[config.mk]
export PLATFORM = sky130hd
export DESIGN_NAME = matrix_mem_ctrl_flat
export DESIGN_NICKNAME = d
export VERILOG_FILES = /design/src/rtl/matrix_mem_ctrl_if.sv /design/src/rtl/matrix_mem_ctrl.sv /design/src/flat_wrapper.sv
export SDC_FILE = /design/constraint.sdc
export NUM_CORES = 1
export LEC_CHECK = 0
export CAP_MARGIN = 20
export CORE_MARGIN = 3
export CORE_UTILIZATION = 35
export DETAILED_ROUTE_END_ITERATION = 6
export PLACE_DENSITY = 0.57
export SYNTH_ARGS = -nofsm -noshare
export SYNTH_HDL_FRONTEND = slang
export SYNTH_SLANG_ARGS = --single-unit
[constraint.sdc]
create_clock -name clk -period 3.25 [get_ports clk]
set_input_delay 0.325 -clock clk [delete_from_list [all_inputs] [get_ports clk]]
set_output_delay 0.325 -clock clk [all_outputs]
set_load 0.02 [all_outputs]
[src/rtl/matrix_mem_ctrl_if.sv]
// Host and MAC side signals of the matrix memory controller.
// slave = the controller, master = host plus MAC engine.
interface matrix_mem_ctrl_if #(
  parameter int param_M            = 4,
  parameter int param_K            = 4,
  parameter int param_N            = 4,
  parameter int DATA_WIDTH_INITIAL = 8,
  parameter int DATA_WIDTH_FINAL   = DATA_WIDTH_INITIAL * 2
);
  localparam int SZ_A = param_M * param_K;
  localparam int SZ_B = param_K * param_N;
  localparam int SZ_C = param_M * param_N;
  localparam int SZ_H = (SZ_A > SZ_B) ? SZ_A : SZ_B;
  localparam int AW_A = (SZ_A > 1) ? $clog2(SZ_A) : 1;
  localparam int AW_B = (SZ_B > 1) ? $clog2(SZ_B) : 1;
  localparam int AW_C = (SZ_C > 1) ? $clog2(SZ_C) : 1;
  localparam int AW_H = (SZ_H > 1) ? $clog2(SZ_H) : 1;

  logic                          host_we;
  logic                          host_sel;
  logic [AW_H-1:0]               host_waddr;
  logic [DATA_WIDTH_INITIAL-1:0] host_wdata;
  logic [AW_C-1:0]               host_raddr;
  logic [DATA_WIDTH_FINAL-1:0]   host_rdata;
  logic                          go;
  logic                          busy;
  logic                          done;
  logic                          mac_start;
  logic                          a_b_re;
  logic [AW_A-1:0]               a_addr;
  logic [AW_B-1:0]               b_addr;
  logic [DATA_WIDTH_INITIAL-1:0] a_data;
  logic [DATA_WIDTH_INITIAL-1:0] b_data;
  logic                          c_we;
  logic [AW_C-1:0]               c_addr;
  logic [DATA_WIDTH_FINAL-1:0]   c_data;
  logic                          mac_done;

  modport slave (
    input  host_we, host_sel, host_waddr, host_wdata, host_raddr, go,
           a_b_re, a_addr, b_addr, c_we, c_addr, c_data, mac_done,
    output host_rdata, busy, done, mac_start, a_data, b_data
  );

  modport master (
    output host_we, host_sel, host_waddr, host_wdata, host_raddr, go,
           a_b_re, a_addr, b_addr, c_we, c_addr, c_data, mac_done,
    input  host_rdata, busy, done, mac_start, a_data, b_data
  );
endinterface

[src/rtl/matrix_mem_ctrl.sv]
// A/B/C operand storage and run sequencing for an external MAC engine.
//   state  | meaning
//   S_IDLE | host may load A/B; waiting for go
//   S_RUN  | MAC enabled (mac_start/busy), C writes accepted; waiting for mac_done
//   S_DONE | one-cycle completion pulse, then back to S_IDLE
module matrix_mem_ctrl #(
  parameter int param_M            = 4,
  parameter int param_K            = 4,
  parameter int param_N            = 4,
  parameter int DATA_WIDTH_INITIAL = 8,
  parameter int DATA_WIDTH_FINAL   = DATA_WIDTH_INITIAL * 2
) (
  input logic              clk,
  input logic              rstn,
  matrix_mem_ctrl_if.slave bus
);
  localparam int SZ_A = param_M * param_K;
  localparam int SZ_B = param_K * param_N;
  localparam int SZ_C = param_M * param_N;
  localparam int SZ_H = (SZ_A > SZ_B) ? SZ_A : SZ_B;
  localparam int AW_A = (SZ_A > 1) ? $clog2(SZ_A) : 1;
  localparam int AW_B = (SZ_B > 1) ? $clog2(SZ_B) : 1;
  localparam int AW_H = (SZ_H > 1) ? $clog2(SZ_H) : 1;
  localparam logic [AW_H:0] LIM_A = SZ_A[AW_H:0];
  localparam logic [AW_H:0] LIM_B = SZ_B[AW_H:0];

  typedef enum logic [1:0] {S_IDLE, S_RUN, S_DONE} state_t;

  state_t                        r_state;
  logic                          r_busy;
  logic                          r_mac_start;
  logic                          r_done;
  logic [DATA_WIDTH_INITIAL-1:0] r_mem_a [SZ_A];
  logic [DATA_WIDTH_INITIAL-1:0] r_mem_b [SZ_B];
  logic [DATA_WIDTH_FINAL-1:0]   r_mem_c [SZ_C];
  logic [DATA_WIDTH_INITIAL-1:0] r_a_data;
  logic [DATA_WIDTH_INITIAL-1:0] r_b_data;
  logic [DATA_WIDTH_FINAL-1:0]   r_host_rdata;

  logic w_host_wr;
  logic w_in_a;
  logic w_in_b;
  logic w_c_wr;

  assign w_host_wr = bus.host_we && (r_state == S_IDLE);
  assign w_in_a    = ({1'b0, bus.host_waddr} < LIM_A);
  assign w_in_b    = ({1'b0, bus.host_waddr} < LIM_B);
  assign w_c_wr    = bus.c_we && (r_state == S_RUN);

  always_ff @(posedge clk or negedge rstn) begin
    if (!rstn) begin
      r_state     <= S_IDLE;
      r_busy      <= 1'b0;
      r_mac_start <= 1'b0;
      r_done      <= 1'b0;
    end else begin
      case (r_state)
        S_IDLE: begin
          if (bus.go) begin
            r_state     <= S_RUN;
            r_busy      <= 1'b1;
            r_mac_start <= 1'b1;
          end
        end
        S_RUN: begin
          if (bus.mac_done) begin
            r_state     <= S_DONE;
            r_busy      <= 1'b0;
            r_mac_start <= 1'b0;
            r_done      <= 1'b1;
          end
        end
        S_DONE: begin
          r_state <= S_IDLE;
          r_done  <= 1'b0;
        end
        default: begin
          r_state     <= S_IDLE;
          r_busy      <= 1'b0;
          r_mac_start <= 1'b0;
          r_done      <= 1'b0;
        end
      endcase
    end
  end

  // Array contents survive reset; out-of-range host indices are dropped.
  always_ff @(posedge clk) begin
    if (w_host_wr && !bus.host_sel && w_in_a)
      r_mem_a[bus.host_waddr[AW_A-1:0]] <= bus.host_wdata;
    if (w_host_wr && bus.host_sel && w_in_b)
      r_mem_b[bus.host_waddr[AW_B-1:0]] <= bus.host_wdata;
    if (w_c_wr)
      r_mem_c[bus.c_addr] <= bus.c_data;
  end

  // Readback samples C before any same-edge MAC write lands.
  always_ff @(posedge clk or negedge rstn) begin
    if (!rstn) begin
      r_a_data     <= '0;
      r_b_data     <= '0;
      r_host_rdata <= '0;
    end else begin
      if (bus.a_b_re) begin
        r_a_data <= r_mem_a[bus.a_addr];
        r_b_data <= r_mem_b[bus.b_addr];
      end
      r_host_rdata <= r_mem_c[bus.host_raddr];
    end
  end

  assign bus.busy       = r_busy;
  assign bus.mac_start  = r_mac_start;
  assign bus.done       = r_done;
  assign bus.a_data     = r_a_data;
  assign bus.b_data     = r_b_data;
  assign bus.host_rdata = r_host_rdata;
endmodule

[src/flat_wrapper.sv]
// flat-port wrapper written by rule: the top's interface ports become plain ports
module matrix_mem_ctrl_flat 
#(
  parameter int param_M            = 4,
  parameter int param_K            = 4,
  parameter int param_N            = 4,
  parameter int DATA_WIDTH_INITIAL = 8,
  parameter int DATA_WIDTH_FINAL   = DATA_WIDTH_INITIAL * 2
)
  (clk, rstn, bus_host_we, bus_host_sel, bus_host_waddr, bus_host_wdata, bus_host_raddr, bus_go, bus_a_b_re, bus_a_addr, bus_b_addr, bus_c_we, bus_c_addr, bus_c_data, bus_mac_done, bus_host_rdata, bus_busy, bus_done, bus_mac_start, bus_a_data, bus_b_data);
  matrix_mem_ctrl_if #(.param_M(param_M), .param_K(param_K), .param_N(param_N), .DATA_WIDTH_INITIAL(DATA_WIDTH_INITIAL), .DATA_WIDTH_FINAL(DATA_WIDTH_FINAL)) bus_i ();
  input logic clk;
  input logic rstn;
  input wire logic [$bits(bus_i.host_we)-1:0] bus_host_we;
  input wire logic [$bits(bus_i.host_sel)-1:0] bus_host_sel;
  input wire logic [$bits(bus_i.host_waddr)-1:0] bus_host_waddr;
  input wire logic [$bits(bus_i.host_wdata)-1:0] bus_host_wdata;
  input wire logic [$bits(bus_i.host_raddr)-1:0] bus_host_raddr;
  input wire logic [$bits(bus_i.go)-1:0] bus_go;
  input wire logic [$bits(bus_i.a_b_re)-1:0] bus_a_b_re;
  input wire logic [$bits(bus_i.a_addr)-1:0] bus_a_addr;
  input wire logic [$bits(bus_i.b_addr)-1:0] bus_b_addr;
  input wire logic [$bits(bus_i.c_we)-1:0] bus_c_we;
  input wire logic [$bits(bus_i.c_addr)-1:0] bus_c_addr;
  input wire logic [$bits(bus_i.c_data)-1:0] bus_c_data;
  input wire logic [$bits(bus_i.mac_done)-1:0] bus_mac_done;
  output wire logic [$bits(bus_i.host_rdata)-1:0] bus_host_rdata;
  output wire logic [$bits(bus_i.busy)-1:0] bus_busy;
  output wire logic [$bits(bus_i.done)-1:0] bus_done;
  output wire logic [$bits(bus_i.mac_start)-1:0] bus_mac_start;
  output wire logic [$bits(bus_i.a_data)-1:0] bus_a_data;
  output wire logic [$bits(bus_i.b_data)-1:0] bus_b_data;
  assign bus_i.host_we = bus_host_we;
  assign bus_i.host_sel = bus_host_sel;
  assign bus_i.host_waddr = bus_host_waddr;
  assign bus_i.host_wdata = bus_host_wdata;
  assign bus_i.host_raddr = bus_host_raddr;
  assign bus_i.go = bus_go;
  assign bus_i.a_b_re = bus_a_b_re;
  assign bus_i.a_addr = bus_a_addr;
  assign bus_i.b_addr = bus_b_addr;
  assign bus_i.c_we = bus_c_we;
  assign bus_i.c_addr = bus_c_addr;
  assign bus_i.c_data = bus_c_data;
  assign bus_i.mac_done = bus_mac_done;
  assign bus_host_rdata = bus_i.host_rdata;
  assign bus_busy = bus_i.busy;
  assign bus_done = bus_i.done;
  assign bus_mac_start = bus_i.mac_start;
  assign bus_a_data = bus_i.a_data;
  assign bus_b_data = bus_i.b_data;
  matrix_mem_ctrl #(.param_M(param_M), .param_K(param_K), .param_N(param_N), .DATA_WIDTH_INITIAL(DATA_WIDTH_INITIAL), .DATA_WIDTH_FINAL(DATA_WIDTH_FINAL)) u_core (.clk(clk), .rstn(rstn), .bus(bus_i));
endmodule
# Yosys cells after proc, flatten, opt, wreduce, memory -nomap -nowiden
# Memory sizes are Yosys's and may differ from the RTL's. A register that Yosys moved wholly into a read port is not among the register bits.
# Index checks and enable logic that the tools add are counted.
word_totals:
  regBits: 4
  in_bits: 52
  out_inout_bits: 35
  mem_bits_rw: 512
  memories: 3
  elab_cells: 38
op_classes:
  n_bitwise: 2
  mux: 14
  n_reduce_logical: 12
  eq_ne: 4
mem_list:
  columns: ["memory", "words", "width", "rd", "rd_clocked_by_memory_dff", "write_ports", "line_no", "text"]
  rows:
  - ["u_core.r_mem_c", 16, 16, 1, 1, 1, "matrix_mem_ctrl.sv:35", "logic [DATA_WIDTH_FINAL-1:0] r_mem_c [SZ_C];"]
  - ["u_core.r_mem_a", 16, 8, 1, 1, 1, "matrix_mem_ctrl.sv:33", "logic [DATA_WIDTH_INITIAL-1:0] r_mem_a [SZ_A];"]
  - ["u_core.r_mem_b", 16, 8, 1, 1, 1, "matrix_mem_ctrl.sv:34", "logic [DATA_WIDTH_INITIAL-1:0] r_mem_b [SZ_B];"]
ops:
  columns: ["operator", "count"]
  rows:
  - ["$mux 1", 9]
  - ["$logic_and 1x1->1", 4]
  - ["$logic_not 1->1", 4]
  - ["$mux 2", 2]
  - ["$ne 2x2->1 const B", 2]
  - ["$pmux 2 s2", 1]
  - ["$reduce_and 2->1", 2]
  - ["$pmux 1 s3", 1]
  - ["$reduce_and 3->1", 1]
  - ["$eq 2x1->1 const B", 1]
  - ["$eq 2x2->1 const B", 1]
  - ["$logic_not 2->1", 1]
  - ["$not 1->1", 2]
  - ["$pmux 1 s2", 1]

# Depth between registers and ports, before layout
depth:
  ltp_word: 5
  depth_mapped: 6
  mapped_depth_nobuf: 3

# Worst setup path before layout
# Ideal clock, no wire load.
synth_timing:
  path_type: "register to register"
  start: "reg u_core.r_state[1]"
  end: "mem u_core.r_mem_c[0][0] in the netlist's numbering, enable pin"
  t_required_ns: 2.841
  arrival_time_ns: 2.036
  n_path_buf: 0
  slack_ns: 0.804
  synth_period_minus_slack_ns: 2.446
  stages_incl_launch_ff: 4
  setup_time_ns: 0.409
  cell_sequence: "dfrtp_1 -> nor4bb_1 -> nand2b_1 -> nor3_1"
synth_via:
  elab_chain_cells: 4
synth_lines:
  columns: ["item", "line_no", "text"]
  rows:
  - ["start, declared", "matrix_mem_ctrl.sv:29", "state_t r_state;"]
  - ["start signal, assigned", "matrix_mem_ctrl.sv:52", "r_state <= S_IDLE;"]
  - ["start signal, assigned", "matrix_mem_ctrl.sv:60", "r_state <= S_RUN;"]
  - ["start signal, assigned", "matrix_mem_ctrl.sv:67", "r_state <= S_DONE;"]
  - ["$eq 2x1->1", "matrix_mem_ctrl.sv:48", "assign w_c_wr = bus.c_we && (r_state == S_RUN);"]
  - ["$logic_and 1x1->1", "matrix_mem_ctrl.sv:48", null]
  - ["$mux 1", "matrix_mem_ctrl.sv:93", "if (w_c_wr)"]
  - ["$mux 1 (not written as such)", "matrix_mem_ctrl.sv:94", "r_mem_c[bus.c_addr] <= bus.c_data;"]
  - ["end, declared", "matrix_mem_ctrl.sv:35", null]
# No other way between the ends.

# Final worst setup path
layout_timing:
  start: "reg u_core.r_state[0]"
  end: "mem u_core.r_mem_c[13][5] in the netlist's numbering, enable pin"
# Same word-level chain as after synthesis.

==> summary.md <==
Synthesis
- total nets after synthesis: 947
- Yosys Warn Count: 0
- share of flip-flops with an asynchronous set or reset after synthesis: 0.0657
- Primary FF master, synth: sky130_fd_sc_hd__edfxtp_1
- post-synth design cell area: 20800 um^2
- synthesized instance count: 895
- sequential area share after synthesis: 0.781
- number of library cell types mapped by synthesis: 31
- number of synthesized flops with an enable pin: 512
- leading cell type by number of instances after synthesis: sky130_fd_sc_hd__edfxtp_1
- Synth area leader: sky130_fd_sc_hd__edfxtp_1
- share of the synthesized area in the top cell type: 0.738
- dominant cells by area after synthesis: sky130_fd_sc_hd__edfxtp_1, sky130_fd_sc_hd__mux4_2, sky130_fd_sc_hd__mux4_1
- total of flip-flops plus latches after synthesis: 548
- commonest cells in the synthesized netlist: sky130_fd_sc_hd__edfxtp_1, sky130_fd_sc_hd__mux4_2, sky130_fd_sc_hd__nor2_1
- syn_area_per_cell: 23.3 um^2

Setup path
- crit path kind: reg -> reg
- Worst Setup Start Kind: register
- Critical path origin: u_core.r_state[0]
- CP max FO: 7
- Critical R2R Launch: u_core.r_state[0]
- CP Capture Type: register
- series of cell instances along the critical path: nor2b_1 > nand4b_1 > nor2_2 > buf_4
- arrival time worst endpoint: 2.56 ns
- r2r worst-path depth: 4
- slowest stage cell, crit path: sky130_fd_sc_hd__dfrtp_1
- crit-path max cell delay: 0.60 ns
- data required time at the worst endpoint: 3.55 ns

STA
- post-route clock skew: 0.0209 ns
- final setup violation count: 0
- Final Hold Violating Endpoints: 0
- Setup TNS: 0 ns
- unrepaired setup endpoints after global routing: false
- clock period minus final worst setup slack: 2.26 ns
- count of final max-slew check failures: 0
- measured slew at the worst slew-check pin: 0.996 ns
- Final period util: 0.695
- Slew headroom: 0.334
- upper clock frequency limit: 443 MHz

Clock tree
- Resized Gates After CTS: 0
- # Post-CTS Setup Buffers: 0
- Clock transition at path regs: 0.06 ns
- buffer depth of the longest clock path: 3
- number of clock buffers inserted by TritonCTS: 53
- clock latency on the worst-skew pair: 0.60 ns
- Clock H-tree levels: 2
- TritonCTS clock tree: yes
- Post-CTS Hold Fix Bufs: 1
- Num Clock Sinks: 548
- clock root buffer: sky130_fd_sc_hd__clkbuf_16

GRT
- global-route wire length before repair: 68600 um
- total global routing overflow: 0
- number of antenna violations at the first check in global routing: 0
- total track usage: 0.147
- pin count of the biggest net entering global routing: 33
- via count of the first global-routing pass: 10000

Die
- row cnt: 88
- core region area: 58400 um^2
- number of I/O pins: 87
- die area: 62500 um^2
- vertical die dimension: 250 um
- effective utilization at floorplan: 0.357
- horizontal extent of the die: 250 um

Power
- VDD IR max: 505 uV
- share of total power consumed by net switching: 0.211
- sequential fraction of design power: 0.535
- net switching power of the design: 3.10 mW
- total power after layout: 14.7 mW
- Internal: 11.6 mW
- leakage power summed over all cells: 8.00 nW
- share of total power in the clock network: 0.403
- Pwr Density: 595 nW/um^2
- fraction of power consumed by combinational cells: 0.061

Cells and area
- fraction of layout instances using a drive strength above 1: 0.257
- signed area change from the synthesized netlist to the final layout: 18.6%
- post-route cell area: 24700 um^2
- Finished Core Util: 0.424
- FILL cells: 5024
- number of nets in the final layout: 1119
- Post-Layout Cell Count: 1877
- # diodes: 0

Placement
- detailed placement HPWL: 29000 um
- post-placement cell count: 1776
- placer's final routability congestion estimate: 0.769
- cell area after placement: 23000 um^2
- total of buffers placed on input and output ports: 86

Flow run
- max_cap viols: 0

Route
- WL/cell: 24.3 um
- 1st-pass router iterations: 5
- DRC violation total after the first TritonRoute iteration: 778
- DRC viols: 0
- vias per cell: 5.14
- vias post-DR: 9641
- Routed Antenna Nets: 0
- wire length reported by the detailed router: 45700 um

Worst hold path
- class of the tightest hold or removal check: in -> async

Outcome
- outcome: completed

placed cells by master, fill, tap and decap left out, drive strengths merged:
cell type,netlist,routed
nor2,62,62
o21ai,1,1
a21o,1,1
nand4b,1,1
a221oi,16,16
clkdlybuf4s50,0,79
nor2b,3,3
bufinv,0,2
clkbuf,11,80
or2,3,3
nand2,9,9
clkinvlp,0,2
nand3,3,3
a21oi,1,1
nand2b,7,7
dlygate4sd3,0,1
mux2i,17,17
mux4,144,144
buf,39,87
clkinv,0,15
nor4b,1,1
nor3,4,4
dfrtp,36,36
nor4bb,2,2
edfxtp,512,512
and2,3,3
o22ai,16,16
nand4,1,1
inv,2,3
final timing paths:
kind,to,slack (ns)
min reg2reg,u_core.bus.done,0.50
min,u_core.bus.a_data[2],0.31
max reg2reg,u_core.r_mem_c[13][5],0.99
max in group asynchronous,u_core.bus.b_data[2],2.17
max,u_core.r_mem_c[13][5],0.99
min in group clk,u_core.r_state[0],0.41
cell families (layout without fill, tap and decap cells):
| group | Yosys count | after routing | share of synthesized area |
|---|---|---|---|
| buffers and inverters | 52 | 269 | 0.0145 |
| multiplexers | 161 | 161 | 0.171 |
| flip-flops | 548 | 548 | 0.781 |
| AND/OR/NAND/NOR | 99 | 99 | 0.0214 |
| AO/OA/AOI/OAI | 35 | 35 | 0.0124 |
area by class of cell:
cell class	instances	area [um^2]	share of cell area
flip-flops and latches	548	16300	0.658
multi-input cells	295	4310	0.174
clock buffers	80	1520	0.0615
repair buffers	167	1490	0.0602
well taps	765	957	0.0387
clock inverters	20	156	0.00633
inverters	2	7.51	0.000304
power groups by stage:
stage                     Sequential [mW]  Clock [mW]  Combinational [mW]
after floorplan                      8.07           0               0.397
after global placement               8.01           0               0.916
after detailed placement             8.02           0               0.918
after CTS                            7.87        6.09               0.922
after global routing                 7.88        6.34               0.965
final                                7.87        5.93               0.901
per-layer routing:
layer	vias to the layer above	wire length (um)	track usage	part of all wire
li1	4171	-	-	-
met1	5105	19700	0.205	0.43
met5	-	0	0	0
met3	67	2500	0.0227	0.055
met4	0	955	0.0382	0.021
met2	298	22500	0.242	0.49
sequential cells by signal, indices dropped and copies added (netlist names):
name,flops
u_core.bus.done,1
u_core.r_mem_c,256
u_core.r_mem_b,128
u_core.bus.host_rdata,16
u_core.r_mem_a,128
u_core.bus.a_data,8
u_core.bus.b_data,8
u_core.bus.busy,1
u_core.r_state,2
metrics by stage:
step                hold slack, ns  worst slack, ns
floorplan                   0.0294            0.804
global placement             0.427            0.662
detailed placement           0.433            0.709
CTS                          0.319            0.949
global route                 0.345            0.852
finish                       0.312            0.993
critical path, delay by kind of cell, from the launching register on:
kind / cells / cell delay (ns)
AND/OR/NAND/NOR: 3 / 1.08
buffers and inverters: 1 / 0.27
flip-flops: 1 / 0.60
Power figures use the tool's default switching activity.
